<file path="src/rtl/wpat_pkg.sv">
// Shared state, colour types and pattern helpers for the framebuffer pattern writer.
// The colour-bar pattern is selected in wpat_pixel_gen by defining WPAT_COLORBAR_EN.
package wpat_pkg;

    typedef enum logic [1:0] {IDLE, WRITE, DRAIN, DONE} state_t;

    typedef struct packed {
        logic [7:0] r;
        logic [7:0] g;
        logic [7:0] b;
    } rgb_t;

    localparam rgb_t C_WHITE   = 24'hFF_FFFF;
    localparam rgb_t C_YELLOW  = 24'hFF_FF00;
    localparam rgb_t C_CYAN    = 24'h00_FFFF;
    localparam rgb_t C_GREEN   = 24'h00_FF00;
    localparam rgb_t C_MAGENTA = 24'hFF_00FF;
    localparam rgb_t C_RED     = 24'hFF_0000;
    localparam rgb_t C_BLUE    = 24'h00_00FF;
    localparam rgb_t C_BLACK   = 24'h00_0000;

    // grid_mask is GRID-1; GRID is a power of two so the modulo reduces to a mask.
    function automatic logic [31:0] grid_pixel(input logic [15:0] x, input logic [15:0] y,
                                               input logic [15:0] grid_mask = 16'd15);
        return (((x & grid_mask) == 16'd0) || ((y & grid_mask) == 16'd0)) ?
               {8'h00, C_WHITE} : {8'h00, C_BLACK};
    endfunction

    function automatic rgb_t bar_colour(input logic [2:0] idx);
        case (idx)
            3'd0:    return C_WHITE;
            3'd1:    return C_YELLOW;
            3'd2:    return C_CYAN;
            3'd3:    return C_GREEN;
            3'd4:    return C_MAGENTA;
            3'd5:    return C_RED;
            3'd6:    return C_BLUE;
            default: return C_BLACK;
        endcase
    endfunction

endpackage

</file>
<file path="src/rtl/wpat_pixel_gen.sv">
// Raster x/y counters, byte offset and pattern colour for the current pixel.
// Define WPAT_COLORBAR_EN for eight vertical colour bars instead of the grid.
module wpat_pixel_gen
    import wpat_pkg::*;
#(
    parameter int HDISP = 800,
    parameter int VDISP = 480,
    parameter int GRID  = 16
) (
    input  logic        clk,
    input  logic        rst,
    input  logic        clear,
    input  logic        advance,
    output logic [31:0] pixel,
    output logic        last,
    output logic [31:0] offset
);

    localparam int XW = $clog2(HDISP + 1);
    localparam int YW = $clog2(VDISP + 1);

    logic [XW-1:0] x;
    logic [YW-1:0] y;
    logic          x_end;

    assign x_end = (x == XW'(HDISP - 1));
    assign last  = x_end && (y == YW'(VDISP - 1));

    // NOTE: sequential state uses non-blocking (<=) so every register samples pre-edge values.
    always_ff @(posedge clk) begin
        if (rst || clear) begin
            x      <= '0;
            y      <= '0;
            offset <= '0;
        end else if (advance) begin
            offset <= last ? 32'd0 : offset + 32'd4;
            if (x_end) begin
                x <= '0;
                y <= last ? '0 : y + 1'b1;
            end else begin
                x <= x + 1'b1;
            end
        end
    end

`ifdef WPAT_COLORBAR_EN
    localparam int BW  = (HDISP >= 8) ? HDISP / 8 : 1;
    localparam int BCW = $clog2(BW + 1);

    logic [BCW-1:0] bar_cnt;
    logic [2:0]     bar_idx;

    // Bar position tracked by a width counter so no divider is needed.
    always_ff @(posedge clk) begin
        if (rst || clear) begin
            bar_cnt <= '0;
            bar_idx <= '0;
        end else if (advance) begin
            if (x_end) begin
                bar_cnt <= '0;
                bar_idx <= '0;
            end else if (bar_cnt == BCW'(BW - 1)) begin
                bar_cnt <= '0;
                if (bar_idx != 3'd7) bar_idx <= bar_idx + 3'd1;
            end else begin
                bar_cnt <= bar_cnt + 1'b1;
            end
        end
    end

    assign pixel = {8'h00, bar_colour(bar_idx)};
`else
    assign pixel = grid_pixel(16'(x), 16'(y), 16'(GRID - 1));
`endif

endmodule

</file>
<file path="src/rtl/wb_pattern_writer.sv">
// Wishbone B4 pipelined initiator that paints one test-pattern frame into the framebuffer.
// Pattern is a grid by default; WPAT_COLORBAR_EN selects colour bars in wpat_pixel_gen.
module wb_pattern_writer
    import wpat_pkg::*;
#(
    parameter int          HDISP     = 800,
    parameter int          VDISP     = 480,
    parameter logic [31:0] BASE_ADDR = 32'h0000_0000,
    parameter int          MAX_OUT   = 16,
    parameter int          GRID      = 16
) (
    input  logic        clk,
    input  logic        rst,
    input  logic        start,
    output logic        busy,
    output logic        done,
    output logic        err,
    output logic        wb_cyc,
    output logic        wb_stb,
    output logic        wb_we,
    output logic [31:0] wb_adr,
    output logic [31:0] wb_dat_w,
    output logic [3:0]  wb_sel,
    output logic [2:0]  wb_cti,
    output logic [1:0]  wb_bte,
    input  logic        wb_ack,
    input  logic        wb_err,
    input  logic        wb_stall
);

    localparam int OW = $clog2(MAX_OUT) + 1;

    state_t        state, state_nxt;
    logic [OW-1:0] outst;
    logic [31:0]   pixel, offset;
    logic          last, accept, retire, launch;

    assign launch = (state == IDLE) && start;
    assign accept = wb_stb && !wb_stall;
    assign retire = wb_cyc && (wb_ack || wb_err) && (outst != '0);

    wpat_pixel_gen #(
        .HDISP (HDISP),
        .VDISP (VDISP),
        .GRID  (GRID)
    ) u_gen (
        .clk     (clk),
        .rst     (rst),
        .clear   (launch),
        .advance (accept),
        .pixel   (pixel),
        .last    (last),
        .offset  (offset)
    );

    always_ff @(posedge clk) begin
        if (rst) state <= IDLE;
        else     state <= state_nxt;
    end

    // NOTE: every output gets a default before the case, so no path can infer a latch.
    always_comb begin
        state_nxt = state;
        wb_cyc    = (state == WRITE) || (state == DRAIN);
        wb_stb    = (state == WRITE) && (outst < OW'(MAX_OUT));
        wb_we     = wb_cyc;
        wb_adr    = wb_cyc ? BASE_ADDR + offset : 32'd0;
        wb_dat_w  = wb_cyc ? pixel : 32'd0;
        wb_sel    = wb_stb ? 4'hF : 4'h0;
        wb_cti    = 3'b000;
        wb_bte    = 2'b00;
        busy      = wb_cyc;
        done      = (state == DONE);
        unique case (state)
            IDLE:  if (start) state_nxt = WRITE;
            WRITE: if (accept && last) state_nxt = DRAIN;
            DRAIN: if (outst == '0) state_nxt = DONE;
            DONE:  state_nxt = IDLE;
        endcase
    end

    // Accept and retire in the same cycle cancel; a bus error still retires its write.
    always_ff @(posedge clk) begin
        if (rst) begin
            outst <= '0;
            err   <= 1'b0;
        end else if (launch) begin
            outst <= '0;
            err   <= 1'b0;
        end else begin
            if (accept && !retire)      outst <= outst + 1'b1;
            else if (retire && !accept) outst <= outst - 1'b1;
            if (wb_cyc && wb_err) err <= 1'b1;
        end
    end

    ack_needs_outstanding: assert property (@(posedge clk) disable iff (rst)
        (wb_cyc && (wb_ack || wb_err)) |-> (outst != '0));

endmodule

</file>
<file path="config.mk">
export PLATFORM = sky130hd
export DESIGN_NAME = wb_pattern_writer
export DESIGN_NICKNAME = d
export VERILOG_FILES = /design/src/rtl/wpat_pkg.sv /design/src/rtl/wpat_pixel_gen.sv /design/src/rtl/wb_pattern_writer.sv
export SDC_FILE = /design/constraint.sdc
export NUM_CORES = 1
export LEC_CHECK = 0
export CAP_MARGIN = 5
export CORE_ASPECT_RATIO = 1.25
export CORE_MARGIN = 5
export CORE_UTILIZATION = 29
export CTS_CLUSTER_DIAMETER = 40
export DETAILED_ROUTE_END_ITERATION = 7
export SLEW_MARGIN = 20
export SYNTH_ARGS = -nofsm -noshare
export SYNTH_HDL_FRONTEND = slang
export SYNTH_SLANG_ARGS = --single-unit
</file>
<file path="constraint.sdc">
create_clock -name clk -period 3.25 [get_ports clk]
set_input_delay 0.4875 -clock clk [delete_from_list [all_inputs] [get_ports clk]]
set_output_delay 0.4875 -clock clk [all_outputs]
set_load 0.05 [all_outputs]
</file>
### Word-level counts from Yosys, hierarchy flattened

Index checks and enable logic that the tools add are counted.

* flip-flop bits (word level): 59
* bits of input ports: 6
* output and inout port bits: 79
* word-level logic and storage cells: 59

* add/sub/neg operators: 5
* magnitude comparators: 1
* equality and inequality tests: 8
* multiplexer cells: 13
* reductions and logical operators: 26

Operators with widths (count)
* 2-to-1 mux 32 bit: 3
* adder 32 x 3 -> 32 bit (second input constant): 1
* logical NOT 16 bit: 2
* 2-to-1 mux 24 bit: 1
* adder 10 x 1 -> 10 bit (second input constant): 1
* == test 10 bit (second input constant): 1
* logical AND 1 bit: 10
* 2-to-1 mux 10 bit: 1
* 2-to-1 mux 5 bit: 2
* adder 9 x 1 -> 9 bit (second input constant): 1
* == test 9 bit (second input constant): 1
* 2-to-1 mux 9 bit: 1
* one-hot mux 2 bit (4 select lines): 1
* 2-to-1 mux 2 bit: 3
* adder 5 x 1 -> 5 bit (second input constant): 1
* logical NOT 5 bit: 1
* less-than comparator 5 bit (second input constant): 1
* nonzero test 5 bit: 1
* subtractor 5 x 1 -> 5 bit (second input constant): 1
* == test 2 bit (second input constant): 2
* logical OR 1 bit: 4
* 2-to-1 mux 4 bit: 1
* != test 2 x 1 -> 1 bit (second input constant): 2
* logical NOT 1 bit: 3
* 7 further kinds: 7

### Longest topological paths before layout

Gate-level depths: netlist of the first run.

* depth in word-level cells: 7
* depth in mapped cells: 13
* depth with buffers taken out: 12

### Modules after synthesis

Synthesis of the first run repeated with hierarchy kept, for this count alone.

* cell total of the unflattened synthesis: 458
* area total of the unflattened synthesis: 3677.3 µm²

Modules (own cells, without submodules)
* wpat_pixel_gen: times used 1, cells each 309, area an instance 2585.0 µm², seq. area each 980.9 µm²
* wb_pattern_writer: times used 1, cells each 149, area an instance 1092.3 µm², seq. area each 160.2 µm²

### Least setup slack after synthesis of the first run

No wires, ideal clock.

* path kind: flip-flop to output port
* start point: reg state[0]
* end point: out wb_dat_w[10]
* arrival: 3.044 ns
* required time: 2.762 ns
* slack: -0.281 ns
* cell stages (with the launch flop): 5
* buffers on the path: 1
* cell sequence: dfxtp_1 inv_1 ha_1 nor2b_1 buf_4

* longest elaborated chain between the ends: 3
* elaborated cells between the ends (all ways): 4
* classes of those cells: eq/ne: 2; mux: 1; reduce/logical: 1

RTL lines
* start, declared: RTL line wb_pattern_writer.sv:33 `state_t state, state_nxt;`
* start signal, assigned: RTL line wb_pattern_writer.sv:58 `else state <= state_nxt;`
* == test 2 x 1 -> 1 bit or == test 2 bit (tied branches): RTL line wb_pattern_writer.sv:64 `wb_cyc = (state == WRITE) || (state == DRAIN);`
* logical OR 1 bit *: RTL line wb_pattern_writer.sv:64
* named net busy: RTL line wb_pattern_writer.sv:15 `output logic busy,`
* 2-to-1 mux 32 bit *: RTL line wb_pattern_writer.sv:68 `wb_dat_w = wb_cyc ? pixel : 32'd0;`
* end, declared: RTL line wb_pattern_writer.sv:22 `output logic [31:0] wb_dat_w,`

Mark *: on every way through the listed nets, which the timed path passes. The rest lies on a longest branch.

### Worst setup path in the final report of the first run

* start point: reg state[0]
* end point: out wb_adr[5]

* longest elaborated chain between the ends: 3
* elaborated cells between the ends (all ways): 4
* classes of those cells: eq/ne: 2; mux: 1; reduce/logical: 1

RTL lines
* == test 2 x 1 -> 1 bit or == test 2 bit (tied branches): RTL line wb_pattern_writer.sv:64
* logical OR 1 bit *: RTL line wb_pattern_writer.sv:64
* 2-to-1 mux 32 bit *: RTL line wb_pattern_writer.sv:67 `wb_adr = wb_cyc ? BASE_ADDR + offset : 32'd0;`
* end, declared: RTL line wb_pattern_writer.sv:21 `output logic [31:0] wb_adr,`

Mark *: on every way between the ends. The rest lies on a longest branch, timed or not.

==> flow_metrics.tcl, run 1 <==
set metrics [dict create \
    outcome "finished, final reports clean" \
    hp-class "flip-flop to flip-flop" \
    finalSetupViolCount 0 \
    layout-drive-gt1-share_pct 11.61 \
    tns_ns 0 \
    required_ns 2.76 \
    ctsHoldBuffers 0 \
    reg2reg_slack_ns 0.36 \
    synthToLayoutAreaGrowth_pct 33.07 \
    wl_um 7366 \
    r2r_cells 12 \
    design_area_mm2 0.004481 \
    wl_per_cell_um 12.57 \
    cts.sinks 57 \
    tritoncts "yes" \
    path_clk_slew_ns 0.05 \
    p_total_mw 5.044 \
    multiInputGateArea_mm2 0.001836 \
    gp_congestion 0.8122 \
    ant_nets 0 \
    crit_end "wb_adr[5]" \
    post-cts-setup-buffers 0 \
    holdCritStartpoint "err" \
    grt_use_total_pct 11.02 \
    numCtsBuffers 9 \
    placed_area_mm2 0.004190 \
    clockBufferDepth 2 \
    ios 85 \
    synth_area_leader_cell "dfxtp_1" \
    avgSynthCellArea_um2 8.481 \
    power_density_mw_per_mm2 1126 \
    seq_area_mm2 0.001141 \
    grt_pass1_wl_um 12250 \
    core_region_area_mm2 0.01151 \
    die_h_um 130.5 \
    arrival_ns 2.49 \
    yosysUniqueCellTypes 41 \
    peakVddDrop_mv 0.5946 \
    first_pass_iters 4 \
    rsz0062_at_grt "false" \
    start_kind "flip-flop" \
    overflow 0 \
    ys_ff_latch 57 \
    synth_top_area_share_pct 33.89 \
    synth_area_leaders "dfxtp_1, buf_4, xor2_1" \
    cp_max_fo 32 \
    maxSlewHeadroom_pct 34.70 \
    nFillCells 1110 \
    htreeDepth 3 \
    worstSetupPathType "flip-flop to output port" \
    drt_iter0_drc 133 \
    start_util_pct 29.26 \
    fin_nets 464 \
    hold_viol 0 \
    syn-instance-count 397 \
    r2r-end "outst[4]" \
    syn_area_mm2 0.003367 \
    fin_crit_ns 2.975 \
    seq_area_frac_synth_pct 33.89 \
    finalClockSkew_ns 0.005569 \
    die_x_um 106.4 \
    synth_warnings 0 \
    post_drt_via_cell_ratio 4.604 \
    rows 44 \
    clkLatencyLatePin_ns 0.33 \
    max_freq_mhz 336.1 \
    num_vias 2698 \
    post-dp-hpwl_um 5426 \
    finalMaxSlewViolations 0 \
    die_area_mm2 0.01388 \
    grt_pass1_vias 2633 \
    numPortBuffers 69 \
    crit_path_end_kind "output port" \
    drc 0 \
    cts_resized 0 \
    finalCritPeriodShare_pct 91.55 \
    root_buffer "clkbuf_16" \
    worstReg2RegStart "state[1]" \
    startpoint "state[0]" \
    grt_max_degree 39 \
    tightestPinTransition_ns 0.9706 \
    cap_violations 0 \
    diodes 0 \
    cellLeakagePower_nw 1.744 \
    antenna_found_initial 0 \
]
[cells in the mapped netlist]
| master | n |
|---|---|
| o211ai_1 | 1 |
| nor2b_1 | 5 |
| o21a_1 | 1 |
| or3_1 | 2 |
| buf_2 | 2 |
| inv_2 | 1 |
| xor2_1 | 40 |
| mux2i_1 | 1 |
| nand3_1 | 14 |
| a21bo_2 | 1 |
| nand2_1 | 25 |
| dfxtp_1 | 57 |
| o21ai_0 | 2 |
| a21oi_1 | 12 |
| clkbuf_1 | 4 |
| buf_6 | 2 |
| and2_1 | 31 |
| o31ai_1 | 1 |
| and3_1 | 10 |
| nand4_1 | 17 |
| a22oi_1 | 1 |
| or4b_1 | 1 |
| and4_1 | 5 |
| nor3_1 | 3 |
| fa_1 | 1 |
| and4b_1 | 1 |
| a21o_1 | 4 |
| nor2_1 | 61 |
| buf_4 | 48 |
| conb_1 | 1 |
| ha_1 | 14 |
| nand4b_1 | 1 |
| nor4_1 | 2 |
| nor4_4 | 2 |
| nand3b_1 | 1 |
| nand4bb_4 | 1 |
| xnor2_1 | 7 |
| or3b_1 | 1 |
| a311oi_2 | 1 |
| inv_1 | 9 |
| nand2b_1 | 3 |
[area by class of cell]
class	instances	share of cell area, %
multi-input cells	288	40.97
clock buffers	13	5.585
inverters	10	0.8378
well taps	138	3.854
clock inverters	3	0.8936
flip-flops and latches	57	25.47
repair buffers	77	22.40
[state kept, by name, summed over array words and instances (netlist names)]
| name | flops |
|---|---|
| u_gen.offset | 30 |
| state | 2 |
| err | 1 |
| outst | 5 |
| u_gen.y | 9 |
| u_gen.x | 10 |
[per-stage QoR]
step / util, % / worst slack (ns) / hold slack (ns) / cells
finish: 38.94 / 0.2748 / 0.4779 / 586
global route: 38.94 / 0.1006 / 0.5035 / 586
CTS: 38.94 / 0.2391 / 0.4792 / 586
detailed placement: 36.42 / 0.1759 / 0.4681 / 570
global placement: 36.42 / 0.2695 / 0.4569 / 570
floorplan: - / 0.2137 / 0.4607 / 411
[worst min path at each step]
stage                                 end  slack (ns)  cells past startpoint
after global routing                  err        0.50                      2
final                                 err        0.48                      2
after floorplan           u_gen.offset[3]        0.46                      2
after CTS                             err        0.48                      2
after detailed placement              err        0.47                      2
after global placement                err        0.46                      2
[critical path: stages (launching register included)]
cell and delay [ns]:
dfxtp_1 0.37, inv_1 0.10, ha_1 0.37, buf_4 0.30, and2_1 0.19, clkdlybuf4s50_1 0.81
[report_power, final]
group / switching (mW) / internal [mW] / total (mW)
Combinational: 1.98 / 1.35 / 3.33
Clock: 0.309 / 0.611 / 0.920
Sequential: 0.0487 / 0.748 / 0.796
[cell usage in the layout, fill, tap and decap left out, types with 5 or more instances in the layout]
master,count
inv_1,9
buf_4,7
and2_1,31
xnor2_1,7
nand4_1,17
xor2_1,40
nand3_1,14
and3_1,10
a21oi_1,12
buf_12,25
dfxtp_1,57
ha_1,14
and4_1,5
nor2_1,61
clkdlybuf4s50_1,45
nand2_1,25
clkbuf_16,9
conb_1,15
[metal layers]
| metal | GRT usage (%) | vias up | part of all wire [%] |
|---|---|---|---|
| met2 | 19.47 | 90 | 48 |
| met4 | 5.259 | 0 | 1.9 |
| met5 | 0 | - | 0 |
| met1 | 12.33 | 1255 | 44 |
| met3 | 2.998 | 8 | 5.6 |
| li1 | - | 1345 | - |
[cell families after synthesis]
group                      count (synthesis)  share of synthesized area, %
and+or+nand+nor                          186                         29.84
AOI/OAI and AO/OA                         24                         4.608
adders and majority gates                 15                         5.797
DFF                                       57                         33.89
other                                      1                        0.1114
xor gates and xnor gates                  47                         12.23
buffers and inverters                     66                         13.23
muxes                                      1                        0.2973
Power figures use the tool's default switching activity.
==> inputs of run 2 (changes only) <==
Settings changed: CTS_CLUSTER_DIAMETER 40 to 30.
==> results of run 2 <==
Same layout as run 1: the final DEF is identical, and so are final timing and power.
==> inputs of run 3 (changes only) <==
Settings changed: CORE_MARGIN 5 to default.
==> run 3 against run 2 <==
Effect of this change:
- largest cell class unchanged
- non-clock buffer count up 1
- highest routed layer unchanged
- critical path type unchanged
- critical path depth is the same
- the flow now finishes with violations (DRC)
- routed wire length fell by 1.2%
- total power is 1.7% higher
- worst setup slack improved by 0.042 ns
==> flow_metrics.tcl, run 3 (same netlist as run 1, synthesis figures left out) <==
set metrics [dict create \
    cp_max_fo 36 \
    rows 43 \
    top_register "u_gen.offset" \
    cts_resized 0 \
    clkLatencyLatePin_ns 0.32 \
    numCtsBuffers 9 \
    overflow 0 \
    gp_congestion 0.7407 \
    reg_top3 "u_gen.offset (30), u_gen.x (10), u_gen.y (9)" \
    power_density_mw_per_mm2 1146 \
    grt_pass1_wl_um 12580 \
    die_x_um 98.38 \
    synthToLayoutAreaGrowth_pct 32.92 \
    outcome "complete, but fails checks" \
    ios 85 \
    die_h_um 122.5 \
    tritoncts "yes" \
    htreeDepth 3 \
    peakVddDrop_mv 0.7786 \
    crit_buf_inv 3 \
    maxSlewHeadroom_pct 41.52 \
    antenna_found_initial 0 \
    crit_path_top_delay_cell "clkdlybuf4s50_1" \
    die_area_mm2 0.01205 \
    post-dp-hpwl_um 5253 \
    post-cts-setup-buffers 0 \
    placed_area_mm2 0.004154 \
    ant_nets 0 \
    numPortBuffers 69 \
    nFillCells 1110 \
    root_buffer "clkbuf_16" \
    max_stage_delay_ns 0.80 \
    max_freq_mhz 341.0 \
    rsz0062_at_grt "false" \
    whs_ns 0.4803 \
    finalCritPeriodShare_pct 90.24 \
    fin_crit_ns 2.933 \
    layout_commonest_cell "nor2_1" \
    grt_pass1_vias 2666 \
    cp_cell_sequence "inv_1 > ha_1 > buf_4 > and2_1 > clkdlybuf4s50_1" \
    grt_use_total_pct 12.90 \
    hp-class "flip-flop to flip-flop" \
    utilization_pct 39.99 \
    layout-drive-gt1-share_pct 15.81 \
    violations "DRC" \
    final_cell_mix "nor2_1, dfxtp_1, xor2_1" \
    cellLeakagePower_nw 1.798 \
    arrival_ns 2.45 \
    cap_violations 0 \
    largest_reg_flops 30 \
    start_kind "flip-flop" \
    hold_viol 0 \
    finalClockSkew_ns 0.006083 \
    clockBufferDepth 2 \
    path_delay_family "buffers and inverters" \
    post_drt_via_cell_ratio 4.618 \
    required_ns 2.76 \
    wl_per_cell_um 12.46 \
    diodes 0 \
    start_util_pct 30.09 \
    core_region_area_mm2 0.01119 \
    finalSetupViolCount 0 \
    drc 10 \
    tns_ns 0 \
    design_area_mm2 0.004476 \
    grt_max_degree 39 \
    crit_path_end_kind "output port" \
    cts.sinks 57 \
    worstSetupPathType "flip-flop to output port" \
    drt_iter0_drc 76 \
    ctsHoldBuffers 0 \
    wl_um 7277 \
    path_clk_slew_ns 0.05 \
    num_vias 2697 \
    tightestPinTransition_ns 0.8692 \
    first_pass_iters 8 \
    p_total_mw 5.128 \
    reg2reg_slack_ns 0.46 \
    finalMaxSlewViolations 0 \
    fin_nets 465 \
]
[run 3: layer usage]
layer	global-route usage, %	routed length, µm	vias to the layer above
met2	23.42	3663	74
met4	5.317	106	0
met5	0	0	-
met3	2.563	316	10
li1	-	-	1347
met1	14.79	3190	1266
[run 3: path summary, 6_finish.rpt]
kind / start / endpoint / cells past startpoint
max reg2reg: state[1] / outst[4] / 12
min reg2reg: err / err / 2
min: err / err / 2
max: state[0] / wb_adr[14] / 5
[run 3: power by group]
group | total (mW) | leakage [nW] | switching, mW | internal, mW
clock network | 1.00 | 0.159 | 0.310 | 0.689
registers | 0.795 | 0.460 | 0.0479 | 0.747
logic | 3.33 | 1.18 | 1.98 | 1.36
[run 3: worst min-delay path, delay by kind of cell (launching register included)]
kind	cells	cell delay, ns
AND/OR/NAND/NOR	1	0.07
AO/OA/AOI/OAI	1	0.05
flip-flops	1	0.33
[run 3: cell type report]
| class | instances | area (µm²) | share of cell area (%) |
|---|---|---|---|
| multi-input combinational | 288 | 1836 | 41.01 |
| inverter | 10 | 37.54 | 0.8387 |
| clock buffer | 11 | 242.7 | 5.424 |
| timing repair buffer | 78 | 970.9 | 21.69 |
| sequential | 57 | 1141 | 25.50 |
| tap | 135 | 168.9 | 3.774 |
| clock inverter | 5 | 78.83 | 1.761 |
[run 3: through the flow]
stage / std cells / setup WS [ns]
finish: 584 / 0.3171
global route: 584 / 0.1624
CTS: 584 / 0.2717
detailed placement: 568 / 0.1647
global placement: 568 / 0.2451
floorplan: 411 / 0.2137
